**config.mk**
```make
export PLATFORM = sky130hd
export DESIGN_NAME = sid_bus_writer
export DESIGN_NICKNAME = d
export VERILOG_FILES = /design/src/rtl/sid_bus_pkg.sv /design/src/rtl/sid_wr_fifo.sv /design/src/rtl/sid_bus_writer.sv
export SDC_FILE = /design/constraint.sdc
export NUM_CORES = 1
export LEC_CHECK = 0
export BUFFER_PORTS_ARGS = -buffer_cell sky130_fd_sc_hd__buf_2
export CORE_MARGIN = 2
export CORE_UTILIZATION = 34
export DETAILED_ROUTE_END_ITERATION = 8
export PLACE_DENSITY = 0.63
export RECOVER_POWER = 100
export SETUP_SLACK_MARGIN = 0.5
export SLEW_MARGIN = 20
export SYNTH_ARGS = -nofsm -noshare
export SYNTH_HDL_FRONTEND = slang
export SYNTH_HIERARCHICAL = 1
export SYNTH_SLANG_ARGS = --single-unit
```
**constraint.sdc**
```tcl
create_clock -name C6_CLK_8MHZ -period 7.1 [get_ports C6_CLK_8MHZ]
set_clock_uncertainty 0.2 [all_clocks]
set_input_delay 1.42 -clock C6_CLK_8MHZ [delete_from_list [all_inputs] [get_ports C6_CLK_8MHZ]]
set_output_delay 1.42 -clock C6_CLK_8MHZ [all_outputs]
set_load 0.005 [all_outputs]
```
**src/rtl/sid_bus_pkg.sv**
```systemverilog
// Shared types and defaults for the SID bus writer.
package sid_bus_pkg;

    localparam int unsigned SID_ADDR_W     = 5;
    localparam int unsigned SID_DATA_W     = 8;
    localparam int unsigned ENTRY_W        = SID_ADDR_W + SID_DATA_W;
    localparam int unsigned DEF_CLK_DIV    = 8;
    localparam int unsigned DEF_RES_CYCLES = 10;
    localparam int unsigned DEF_FIFO_DEPTH = 4;

    typedef enum logic [1:0] {StHold, StIdle, StWrite, StGap} state_e;

endpackage

```
**src/rtl/sid_wr_fifo.sv**
```systemverilog
// Synchronous FIFO of queued {addr,data} SID register writes.
module sid_wr_fifo #(
    parameter int unsigned Depth = 4,
    parameter int unsigned Width = 13
) (
    input  logic                       clk_i,
    input  logic                       rst_i,
    input  logic                       push_i,
    input  logic [Width-1:0]           wdata_i,
    input  logic                       pop_i,
    output logic [Width-1:0]           rdata_o,
    output logic [$clog2(Depth+1)-1:0] count_o
);

    localparam int unsigned CntW = $clog2(Depth + 1);
    localparam int unsigned PtrW = (Depth > 1) ? $clog2(Depth) : 1;
    localparam logic [PtrW-1:0] PtrLast = PtrW'(Depth - 1);

    logic [Width-1:0] mem_q [Depth];
    logic [PtrW-1:0]  wr_ptr_q, rd_ptr_q;
    logic [CntW-1:0]  count_q;

    function automatic logic [PtrW-1:0] ptr_inc(input logic [PtrW-1:0] p);
        return (p == PtrLast) ? '0 : p + PtrW'(1);
    endfunction

    always_ff @(posedge clk_i) begin
        if (push_i) mem_q[wr_ptr_q] <= wdata_i;
    end

    always_ff @(posedge clk_i) begin
        if (rst_i) begin
            wr_ptr_q <= '0;
            rd_ptr_q <= '0;
            count_q  <= '0;
        end else begin
            if (push_i) wr_ptr_q <= ptr_inc(wr_ptr_q);
            if (pop_i)  rd_ptr_q <= ptr_inc(rd_ptr_q);
            case ({push_i, pop_i})
                2'b10:   count_q <= count_q + CntW'(1);
                2'b01:   count_q <= count_q - CntW'(1);
                default: ;
            endcase
        end
    end

    assign rdata_o = mem_q[rd_ptr_q];
    assign count_o = count_q;

endmodule

```
**src/rtl/sid_bus_writer.sv**
```systemverilog
// Queues register writes and replays them onto the SID bus, one write per SID cycle pair,
// after holding the SID in reset for a fixed number of SID clocks.
module sid_bus_writer
    import sid_bus_pkg::*;
#(
    parameter int unsigned CLK_DIV    = DEF_CLK_DIV,
    parameter int unsigned RES_CYCLES = DEF_RES_CYCLES,
    parameter int unsigned FIFO_DEPTH = DEF_FIFO_DEPTH
) (
    input  logic                  C6_CLK_8MHZ,
    input  logic                  BTN_0,
    input  logic                  WR_VALID,
    input  logic [SID_ADDR_W-1:0] WR_ADDR,
    input  logic [SID_DATA_W-1:0] WR_DATA,
    output logic                  WR_READY,
    output logic                  BUSY,
    output logic                  SID_CLK,
    output logic                  SID_NOTRES,
    output logic                  SID_NOTCS,
    output logic [SID_ADDR_W-1:0] SID_ADDR,
    output logic [SID_DATA_W-1:0] SID_DATA
);

    localparam int unsigned PhW  = $clog2(CLK_DIV);
    localparam int unsigned ResW = $clog2(RES_CYCLES + 1);
    localparam int unsigned CntW = $clog2(FIFO_DEPTH + 1);
    localparam logic [PhW-1:0]  PhLast  = PhW'(CLK_DIV - 1);
    localparam logic [ResW-1:0] ResLast = ResW'(RES_CYCLES - 1);
    localparam logic [CntW-1:0] CntFull = CntW'(FIFO_DEPTH);

    state_e                state_q;
    logic [PhW-1:0]        ph_q, ph_d;
    logic [ResW-1:0]       res_cnt_q;
    logic                  sid_clk_q, notres_q, notcs_q, wr_ready_q;
    logic [SID_ADDR_W-1:0] addr_q;
    logic [SID_DATA_W-1:0] data_q;
    logic                  push, pop, boundary;
    logic [CntW-1:0]       fifo_count, count_next;
    logic [ENTRY_W-1:0]    fifo_head;

    // CLK_DIV is a power of two, so the phase counter wraps on its own.
    assign ph_d       = ph_q + PhW'(1);
    assign boundary   = (ph_q == PhLast);
    assign push       = WR_VALID && wr_ready_q;
    // Uses the pre-edge count, so an entry pushed on a boundary edge waits one SID cycle.
    assign pop        = boundary && (state_q == StIdle || state_q == StGap) && (fifo_count != '0);
    assign count_next = fifo_count + CntW'(push) - CntW'(pop);

    sid_wr_fifo #(
        .Depth (FIFO_DEPTH),
        .Width (ENTRY_W)
    ) u_fifo (
        .clk_i   (C6_CLK_8MHZ),
        .rst_i   (BTN_0),
        .push_i  (push),
        .wdata_i ({WR_ADDR, WR_DATA}),
        .pop_i   (pop),
        .rdata_o (fifo_head),
        .count_o (fifo_count)
    );

    always_ff @(posedge C6_CLK_8MHZ) begin
        if (BTN_0) begin
            state_q    <= StHold;
            ph_q       <= '0;
            res_cnt_q  <= '0;
            sid_clk_q  <= 1'b0;
            notres_q   <= 1'b0;
            notcs_q    <= 1'b1;
            wr_ready_q <= 1'b0;
            addr_q     <= '0;
            data_q     <= '0;
        end else begin
            ph_q       <= ph_d;
            sid_clk_q  <= ph_d[PhW-1];
            wr_ready_q <= (count_next < CntFull);
            if (pop) begin
                {addr_q, data_q} <= fifo_head;
                notcs_q          <= 1'b0;
                state_q          <= StWrite;
            end else if (boundary) begin
                case (state_q)
                    StHold: begin
                        if (res_cnt_q == ResLast) begin
                            state_q  <= StIdle;
                            notres_q <= 1'b1;
                        end else begin
                            res_cnt_q <= res_cnt_q + ResW'(1);
                        end
                    end
                    StWrite: begin
                        notcs_q <= 1'b1;
                        state_q <= StGap;
                    end
                    StGap:   state_q <= StIdle;
                    default: ;
                endcase
            end
        end
    end

    assign WR_READY   = wr_ready_q;
    assign BUSY       = (state_q != StIdle) || (fifo_count != '0);
    assign SID_CLK    = sid_clk_q;
    assign SID_NOTRES = notres_q;
    assign SID_NOTCS  = notcs_q;
    assign SID_ADDR   = addr_q;
    assign SID_DATA   = data_q;

endmodule

```
==> results.ini, run 1 <==
[route]
ant_nets=0
dr.pass1.iters=4
drt-initial-drc-count=45
num_vias=1834
vias_per_cell=4.56
drcViolationCount=0
wirelength_um=5690
wl_per_cell_um=14.1

[sta]
slew_headroom_pct=5.24
finalCritPeriodShare_pct=59.0
worst_pin_slew_ps=1420
fmaxAchievable_mhz=239
finalSetupViolCount=0
tns_ps=0
grt_setup_unrepaired=no
hold_ws_ps=225
min_period_ps=4190
hold_violations=0
drv_slew=0

[clock_tree]
cts_buffers=9
root_buffer=clkbuf_8
clockBufferDepth=2
post_cts_resized=0
clock_latency_ps=350
cts.clk_slew.worst_paths_ps=80
htree_levels=3
postCtsSetupRepairBufs=0
cts_hold_buf=0
cts_tree=done
cts_sinks=86

[outcome]
outcome=completed

[global_routing]
grt-ovfl-total=0
grt_max_degree=34
antenna_found_initial=0
track_usage_pct=12.2
grt_pass1_vias=1871
grt_pass1_wl_um=9470

[yosys]
yosys_warnings=6
syn_nets=256
synth-async-reset-ratio_pct=0
synth.top_cell.area_share_pct=46.9
syn_area_um2=3330
synth_edf_count=52
synth_cell_types=36
yosysSeqAreaShare_pct=67.3
avgSynthCellArea_um2=14.6
synth-seq-cells=86
synth_cells=228
synthTopCellsByArea=edfxtp_1 (47%), dfxtp_1 (20%), mux4_2 (6.8%)
synth_flop_cell=edfxtp_1
synth_top_area_cell=edfxtp_1

[place]
gp_congestion=0.717
portBuffers=33
hpwlAfterDp_um=3600

[critical_path]
critPathKind=reg -> reg
start_kind=flip-flop
reg2reg_slack_ps=2910
path_common_cell=ha_1
end_kind=flip-flop
rr_startpoint=ph_q[0]
slowest_stage=clkinvlp_2
cp.arrival_ps=4240
worstRegToRegCells=10
r2r_end=u_fifo/count_o[2]
worst-path-max-fanout=21
crit_chain=ha_1 -> ha_1 -> nand2_2 -> or2_0 -> clkinvlp_2 -> ha_1 -> fa_1 -> xnor2_1 -> or3_1 -> a21oi_1
required_ps=7160
slowest_delay_ps=910

[layout]
area_delta_synth_final_pct=13.7
fillers=952
drive_gt1_share_pct=12.3
fin_nets=292
num_antenna_cells=0

[pwr]
p_sw_uw=187
powerDensity_nw_per_um2=247
p_int_uw=748
ir_worst_vdd_mv=0.125
p_sw_share_pct=20.0
power_frac_seq_pct=58.1
combPwrFrac_pct=3.3
p_leak_nw=1.26
power.share.clock_pct=38.6

[floorplan]
ios=34
die_w_um=103
fp.coreArea_um2=9640
std_cell_rows=36
die_area_um2=10600
die_h_um=103
initial_core_util_pct=34.6

[run]
drv_cap=0

[worst_hold_path]
min_path_cells=1
hp-class=reg -> reg
min_to=ph_q[0]
worstHoldStart=ph_q[0]

==> synth_stat cells (all sizes together) (2+ instances only) <==
master / count
a21oi: 19
and2: 6
buf: 5
clkbuf: 3
dfxtp: 34
edfxtp: 52
ha: 11
inv: 9
mux2i: 4
mux4: 13
nand2: 28
nand2b: 3
nand3b: 2
nor2: 14
nor2b: 2
nor3: 2
nor3b: 3
o21ai: 2
xnor2: 3
xor2: 3
==> cell usage in the layout (no fill, tap or decap), types with 4 or more instances in the layout <==
| cell | count |
|---|---|
| mux2i_1 | 4 |
| mux4_2 | 10 |
| clkbuf_8 | 9 |
| nor2_1 | 14 |
| buf_2 | 6 |
| ha_1 | 11 |
| dfxtp_1 | 34 |
| edfxtp_1 | 52 |
| and2_0 | 5 |
| clkbuf_1 | 28 |
| inv_1 | 8 |
| nand2_1 | 27 |
| a21oi_1 | 19 |
==> through the flow <==
stage	setup slack [ps]	cell area, um2	cells	util [%]	power (mW)
after global placement	3810	3610	386	37.5	0.587
after floorplan	3980	3330	228	-	0.573
after CTS	4060	3830	402	39.7	0.949
final	2910	3790	402	39.3	0.935
after global routing	2540	3790	402	39.3	0.970
after detailed placement	3760	3610	386	37.5	0.588
==> layer usage <==
layer / vias up / part of all wire [%] / track usage (%) / wire (um)
li1: 896 / - / - / -
met1: 894 / 46 / 15.4 / 2590
met2: 37 / 48 / 19.5 / 2740
met3: 7 / 5.2 / 3.93 / 297
met4: 0 / 1.0 / 5.16 / 59
met5: - / 0 / 0 / 0
==> area by class of cell <==
class | count | area (um2) | area share [%]
sequential | 86 | 2240 | 59.2
clock buffer | 10 | 128 | 3.37
inverter | 9 | 35.0 | 0.925
clock inverter | 6 | 86.3 | 2.28
multi-input combinational | 125 | 1000 | 26.4
timing repair buffer | 33 | 131 | 3.47
tap | 133 | 166 | 4.39
==> cell families after synthesis <==
family                   share of synthesized area (%)
flip-flops                                        67.3
AND/OR/NAND/NOR                                   9.24
AO/OA/AOI/OAI                                     4.13
buffers and inverters                             2.70
multiplexers                                      10.3
adder cells (fa/ha/maj)                           4.73
XOR/XNOR                                          1.58
==> flip-flops by register name (all words and copies together) (netlist names), named ones only <==
signal and cells:
u_fifo/mem_q 52, SID_DATA 8, SID_ADDR 5, res_cnt_q 4, ph_q 3, u_fifo/count_o 3, state_q 2, u_fifo/rd_ptr_q 2
u_fifo/wr_ptr_q 2, SID_NOTCS 1, SID_NOTRES 1, WR_READY 1
==> worst max-delay path: cells and delay by family, from the launching register on <==
kind                     cells  cell delay [ps]
AND/OR/NAND/NOR              3             1070
AO/OA/AOI/OAI                1              140
flip-flops                   1              320
XOR/XNOR                     1              140
adder cells (fa/ha/maj)      4             1320
buffers and inverters        1              910
==> power by group through the flow <==
stage | logic (mW) | registers (mW) | clock network [mW]
3_3_place_gp | 0.0318 | 0.555 | 0
6_report | 0.0307 | 0.544 | 0.361
3_5_place_dp | 0.0327 | 0.555 | 0
5_1_grt | 0.0355 | 0.545 | 0.390
4_1_cts | 0.0330 | 0.544 | 0.372
2_1_floorplan | 0.0190 | 0.554 | 0
==> worst max-delay path by stage <==
| stage | depth (start not counted) | to | slack, ps | from |
|---|---|---|---|---|
| 2_1_floorplan | 7 | u_fifo/count_o[2] | 3980 | WR_VALID |
| 3_5_place_dp | 8 | u_fifo/count_o[2] | 3760 | WR_VALID |
| 4_1_cts | 10 | u_fifo/count_o[2] | 4060 | ph_q[0] |
| 3_3_place_gp | 8 | u_fifo/count_o[2] | 3810 | WR_VALID |
| 6_report | 10 | u_fifo/count_o[2] | 2910 | ph_q[0] |
| 5_1_grt | 10 | u_fifo/count_o[2] | 2540 | ph_q[0] |
Note: power is estimated with default switching activity, not from simulation.
==> run 2: changes to the inputs <==
Clock period 7.1 ns to 4.35 ns, I/O delays scaled along.
==> run 2 against run 1 <==
  * Global-route usage increased by 0.057 points
  * Die area unchanged
  * Sequential power increased by 63%
  * Power increased by 54%
  * Largest cell class unchanged
  * Combinational power increased by 68%
  * Final cell count unchanged
  * Register-to-register slack got worse by 1900 ps
  * Count of clock-buffer cells in the layout unchanged
  * Highest routed layer unchanged
  * Via count about the same
==> results.ini, run 2 (synthesis results as in run 1) <==
[outcome]
outcome=completed  ; unchanged

[sta]
fmaxAchievable_mhz=302  ; was 239 MHz
finalSetupViolCount=0  ; unchanged
hold_violations=0  ; unchanged
postLayoutSetupSlackWorst_ps=1040  ; was 2910 ps
finalCritPeriodShare_pct=76.1  ; was 59.0%
min_period_ps=3310  ; was 4190 ps
hold_ws_ps=227  ; was 225 ps
worst_pin_slew_ps=1440  ; was 1420 ps
drv_slew=0  ; unchanged
grt_setup_unrepaired=no  ; unchanged
tns_ps=0  ; unchanged
slew_headroom_pct=4.07  ; was 5.24%

[global_routing]
grt_max_degree=34  ; unchanged
grt_pass1_vias=1876  ; was 1,871
track_usage_pct=12.3  ; was 12.2%
grt_pass1_wl_um=9430  ; was 9470 um
grt-ovfl-total=0  ; unchanged
antenna_found_initial=0  ; unchanged

[layout]
fin_nets=292  ; unchanged
area_delta_synth_final_pct=12.6  ; was 13.7%
layout_commonest_cell=edfxtp_1  ; unchanged
register_area_um2=2240  ; unchanged
multi_input_area_um2=1000  ; unchanged
largest_reg_flops=52  ; unchanged
final_cell_mix=edfxtp_1 (52), dfxtp_1 (34), clkbuf_1 (29)  ; was edfxtp_1 (52), dfxtp_1 (34), clkbuf_1 (28)
drive_gt1_share_pct=11.9  ; was 12.3%
num_antenna_cells=0  ; unchanged
fin_cells=402  ; unchanged
fillers=953  ; was 952
max_flop_register=u_fifo/mem_q  ; unchanged

[clock_tree]
root_buffer=clkbuf_8  ; unchanged
cts_tree=done  ; unchanged
clockBufferDepth=2  ; unchanged
cts_buffers=9  ; unchanged
htree_levels=3  ; unchanged
cts.clk_slew.worst_paths_ps=80  ; about the same
cts_sinks=86  ; unchanged
post_cts_resized=0  ; unchanged
clock_latency_ps=360  ; was 350 ps
cts_hold_buf=0  ; unchanged
postCtsSetupRepairBufs=0  ; unchanged

[route]
vias_per_cell=4.56  ; about the same
drt-initial-drc-count=55  ; was 45
ant_nets=0  ; unchanged
num_vias=1833  ; was 1,834
dr.pass1.iters=6  ; was 4
wirelength_um=5940  ; was 5690 um
drcViolationCount=0  ; unchanged
wl_per_cell_um=14.8  ; was 14.1 um

[place]
portBuffers=33  ; unchanged
hpwlAfterDp_um=3810  ; was 3600 um
preCtsSetupSlack_ps=1370  ; was 3760 ps
dp.cells=386  ; unchanged
gp_congestion=0.708  ; was 0.717

[floorplan]
fp.coreArea_um2=9640  ; unchanged
std_cell_rows=36  ; unchanged
ios=34  ; unchanged
die_w_um=103  ; unchanged
initial_core_util_pct=34.6  ; unchanged
die_area_um2=10600  ; unchanged
die_h_um=103  ; unchanged

[pwr]
powerDensity_nw_per_um2=383  ; was 247 nW/um2
p_leak_nw=1.23  ; was 1.26 nW
ir_worst_vdd_mv=0.118  ; was 0.125 mV
power.total_mw=1.44  ; was 935 uW

[critical_path]
start_kind=flip-flop  ; unchanged
required_ps=4420  ; was 7160 ps
critPathKind=reg -> reg  ; unchanged
worst-path-max-fanout=21  ; unchanged
end_kind=flip-flop  ; unchanged
cp.arrival_ps=3380  ; was 4240 ps

[worst_hold_path]
hp-class=reg -> reg  ; unchanged

[run]
drv_cap=0  ; unchanged

## run 2: power breakdown
group          internal (mW)  leakage [nW]  total [mW]  switching [mW]
Sequential             0.880         0.747       0.887         0.00738
Combinational         0.0201         0.407      0.0517          0.0316
Clock                  0.211        0.0804       0.498           0.287
Total                   1.11          1.23        1.44           0.326
## run 2: area by class of cell
cell class	count	area share, %
multi-input cells	125	26.6
inverters	9	1.03
flip-flops and latches	86	59.8
clock inverters	6	1.27
well taps	133	4.43
repair buffers	33	3.47
clock buffers	10	3.40
## run 2: worst paths after layout
check / startpoint / to / slack [ps] / depth (start not counted)
setup / recovery: ph_q[0] / u_fifo/count_o[2] / 1040 / 10
hold / removal: ph_q[0] / ph_q[0] / 230 / 1
setup reg to reg: ph_q[0] / u_fifo/count_o[2] / 1040 / 10
hold reg to reg: ph_q[0] / ph_q[0] / 230 / 1
## run 2: stage by stage
step | util, % | area, um2
CTS | 39.3 | 3790
global route | 38.9 | 3750
global placement | 37.5 | 3610
floorplan | - | 3330
detailed placement | 37.5 | 3610
finish | 38.9 | 3750
## run 2: worst max-delay path, cell delays in order, from the launching register on
cell and delay (ps):
dfxtp_1 320, ha_1 190, ha_1 230, nand2_2 100
or2_0 740, inv_6 180, ha_1 290, fa_1 390
xnor2_1 140, or3_1 310, a21oi_1 150
## run 2: routing by layer
metal	vias up	routed length, um	GRT usage (%)	share of wire [%]
met3	11	345	4.81	5.8
met1	882	2770	15.6	47
li1	895	-	-	-
met2	45	2710	19.1	46
met5	-	0	0	0
met4	0	113	4.45	1.9
==> run 3: changes to the inputs <==
Settings changed: ABC_AREA set to 1.
Clock period 4.35 ns to 3.3 ns, I/O delays scaled along.
==> run 3 against run 2 <==
  * Sequential power grew 33%
  * Hold slack gained 7.9 ps
  * Synthesized cell count grew 40%
  * Utilization shrank 0.48 points
  * Critical path depth grew 3
  * Via count grew 23%
  * Register-to-register slack lost 390 ps
  * Sequential cell count is the same
  * Maximum frequency grew 25%
  * Design area grew 4.8%
  * Highest routed layer unchanged
==> results.ini, run 3 <==
[route]
num_vias=2260  ; was 1,833
ant_nets=0  ; unchanged
drt-initial-drc-count=103  ; was 55
wirelength_um=6520  ; was 5940 um
wl_per_cell_um=13.2  ; was 14.8 um
dr.pass1.iters=4  ; was 6
vias_per_cell=4.57  ; was 4.56
drcViolationCount=0  ; unchanged

[yosys]
synth_flop_cell=edfxtp_1  ; unchanged
synth_cells=319  ; was 228
synth_edf_count=52  ; unchanged
synth_top_area_cell=edfxtp_1  ; unchanged
synth-seq-cells=86  ; unchanged
synth_cell_types=35  ; was 36
avgSynthCellArea_um2=11.1  ; was 14.6 um2
synth.top_cell.area_share_pct=44.1  ; was 46.9%
yosysMostFrequentCell=nor2_1  ; was edfxtp_1
synth-async-reset-ratio_pct=0  ; unchanged
yosysSeqAreaShare_pct=63.4  ; was 67.3%
synthTopCellsByArea=edfxtp_1 (44%), dfxtp_1 (19%), nor2_1 (7.1%)  ; was edfxtp_1 (47%), dfxtp_1 (20%), mux4_2 (6.8%)
synth_common_cells=nor2_1 (67), edfxtp_1 (52), o21ai_0 (36), dfxtp_1 (34), inv_1 (25)  ; was edfxtp_1 (52), dfxtp_1 (34), nand2_1 (27), a21oi_1 (19), nor2_1 (14)
syn_area_um2=3540  ; was 3330 um2
yosys_warnings=6  ; unchanged
syn_nets=347  ; was 256

[layout]
layout_commonest_cell=nor2_1  ; was edfxtp_1
final_cell_area_um2=3930  ; was 3750 um2
fillers=1002  ; was 953
area_delta_synth_final_pct=11.2  ; was 12.6%
num_antenna_cells=0  ; unchanged
largest_reg_flops=52  ; unchanged
fin_nets=381  ; was 292
max_flop_register=u_fifo/mem_q  ; unchanged
drive_gt1_share_pct=10.6  ; was 11.9%
utilization_pct=38.4  ; was 38.9%
final_cell_mix=nor2_1 (67), edfxtp_1 (52), o21ai_0 (37)  ; was edfxtp_1 (52), dfxtp_1 (34), clkbuf_1 (29)
fin_cells=494  ; was 402

[floorplan]
std_cell_rows=37  ; was 36
initial_core_util_pct=34.6  ; about the same
die_area_um2=11200  ; was 10,600 um2
ios=34  ; unchanged
die_h_um=106  ; was 103 um
die_w_um=106  ; was 103 um
fp.coreArea_um2=10200  ; was 9640 um2

[critical_path]
end_kind=flip-flop  ; unchanged
worstRegToRegCells=13  ; was 10
required_ps=3390  ; was 4420 ps
rr_startpoint=ph_q[0]  ; unchanged
r2r_end=u_fifo/count_o[2]  ; unchanged
cp.arrival_ps=2740  ; was 3380 ps
critPathKind=reg -> reg  ; unchanged
start_kind=flip-flop  ; unchanged
reg2reg_slack_ps=650  ; was 1040 ps
worst-path-max-fanout=19  ; was 21

[sta]
slew_headroom_pct=54.4  ; was 4.07%
finalSetupViolCount=0  ; unchanged
hold_violations=0  ; unchanged
drv_slew=0  ; unchanged
hold_ws_ps=235  ; was 227 ps
grt_setup_unrepaired=no  ; unchanged
tns_ps=0  ; unchanged
fmaxAchievable_mhz=378  ; was 302 MHz
finalCritPeriodShare_pct=80.2  ; was 76.1%
worst_pin_slew_ps=684  ; was 1440 ps
min_period_ps=2650  ; was 3310 ps

[pwr]
powerDensity_nw_per_um2=529  ; was 383 nW/um2
power_frac_seq_pct=56.6  ; was 61.7%
p_leak_nw=1.45  ; was 1.23 nW
ir_worst_vdd_mv=0.172  ; was 0.118 mV
p_int_mw=1.63  ; was 1.11 mW
power.share.clock_pct=39.0  ; was 34.7%
p_sw_uw=448  ; was 326 uW
combPwrFrac_pct=4.4  ; was 3.6%
p_sw_share_pct=21.5  ; was 22.7%

[clock_tree]
cts_tree=done  ; unchanged
cts_sinks=86  ; unchanged
clock_latency_ps=350  ; was 360 ps
htree_levels=3  ; unchanged
clockBufferDepth=2  ; unchanged
cts_buffers=9  ; unchanged
post_cts_resized=0  ; unchanged
cts_hold_buf=0  ; unchanged
cts.clk_slew.worst_paths_ps=90  ; was 80 ps
postCtsSetupRepairBufs=0  ; unchanged
root_buffer=clkbuf_8  ; unchanged

[global_routing]
grt_pass1_wl_um=10600  ; was 9430 um
grt_pass1_vias=2204  ; was 1,876
track_usage_pct=12.2  ; was 12.3%
grt_max_degree=27  ; was 34
grt-ovfl-total=0  ; unchanged
antenna_found_initial=0  ; unchanged

[place]
gp_congestion=0.788  ; was 0.708
dp.cells=478  ; was 386
portBuffers=33  ; unchanged
hpwlAfterDp_um=4370  ; was 3810 um
dpl-instance-area_um2=3760  ; was 3610 um2

[worst_hold_path]
hp-class=reg -> reg  ; unchanged
worstHoldStart=ph_q[0]  ; unchanged
min_path_cells=1  ; unchanged
min_to=ph_q[0]  ; unchanged

[run]
drv_cap=0  ; unchanged

[outcome]
outcome=completed  ; unchanged

[run 3: cell families after synthesis]
kind of cell,count (synthesis),synth area share (%)
buffers and inverters,41,7.04
AND/OR/NAND/NOR,107,13.3
AO/OA/AOI/OAI,68,10.6
flip-flops,86,63.4
XOR/XNOR,5,1.24
adder cells (fa/ha/maj),12,4.46
[run 3: power groups by stage]
stage | clock network [mW] | logic (mW) | registers, mW
after detailed placement | 0 | 0.0936 | 1.20
final | 0.811 | 0.0907 | 1.18
after floorplan | 0 | 0.0584 | 1.20
after global routing | 0.877 | 0.102 | 1.18
after global placement | 0 | 0.0903 | 1.20
after CTS | 0.835 | 0.0939 | 1.18
[run 3: final cells by class]
class                   instances  area (um2)  share of cell area (%)
flip-flops and latches         86        2240                    57.0
multi-input cells             192        1030                    26.1
well taps                     136         170                    4.33
repair buffers                 34         140                    3.56
inverters                      30         129                    3.28
clock buffers                   9         124                    3.15
clock inverters                 7         103                    2.61
[run 3: per-layer routing]
metal	part of all wire, %	wire [um]	track usage (%)
met5	0	0	0
met4	0.75	49	4.51
met3	4.0	264	3.99
met2	50	3240	20.1
met1	46	2970	15.1
[run 3: how the worst max path moves through the flow]
stage,startpoint,endpoint,slack [ps],cells after the start
final,ph_q[0],u_fifo/count_o[2],650,13
after CTS,ph_q[0],u_fifo/count_o[2],800,13
after detailed placement,ph_q[0],u_fifo/count_o[2],830,13
after global placement,ph_q[0],u_fifo/count_o[2],910,13
after global routing,ph_q[0],u_fifo/count_o[2],400,13
after floorplan,ph_q[0],u_fifo/count_o[2],940,14
[run 3: metrics by stage]
step,worst slack (ps),total power [mW]
2_1_floorplan,939,1.26
3_3_place_gp,909,1.29
3_5_place_dp,825,1.30
4_1_cts,797,2.11
5_1_grt,404,2.16
6_report,654,2.08
[run 3: worst max-delay path: stages (launching register included)]
cell and delay (ps):
dfxtp_1 330, ha_1 200, ha_1 220, nand2_1 130, clkinvlp_2 210, nand2_8 190, inv_8 80, ha_1 240
fa_1 410, nand2_1 100, nand2_1 50, nor2_1 80, nor2_1 40, nor2_1 90
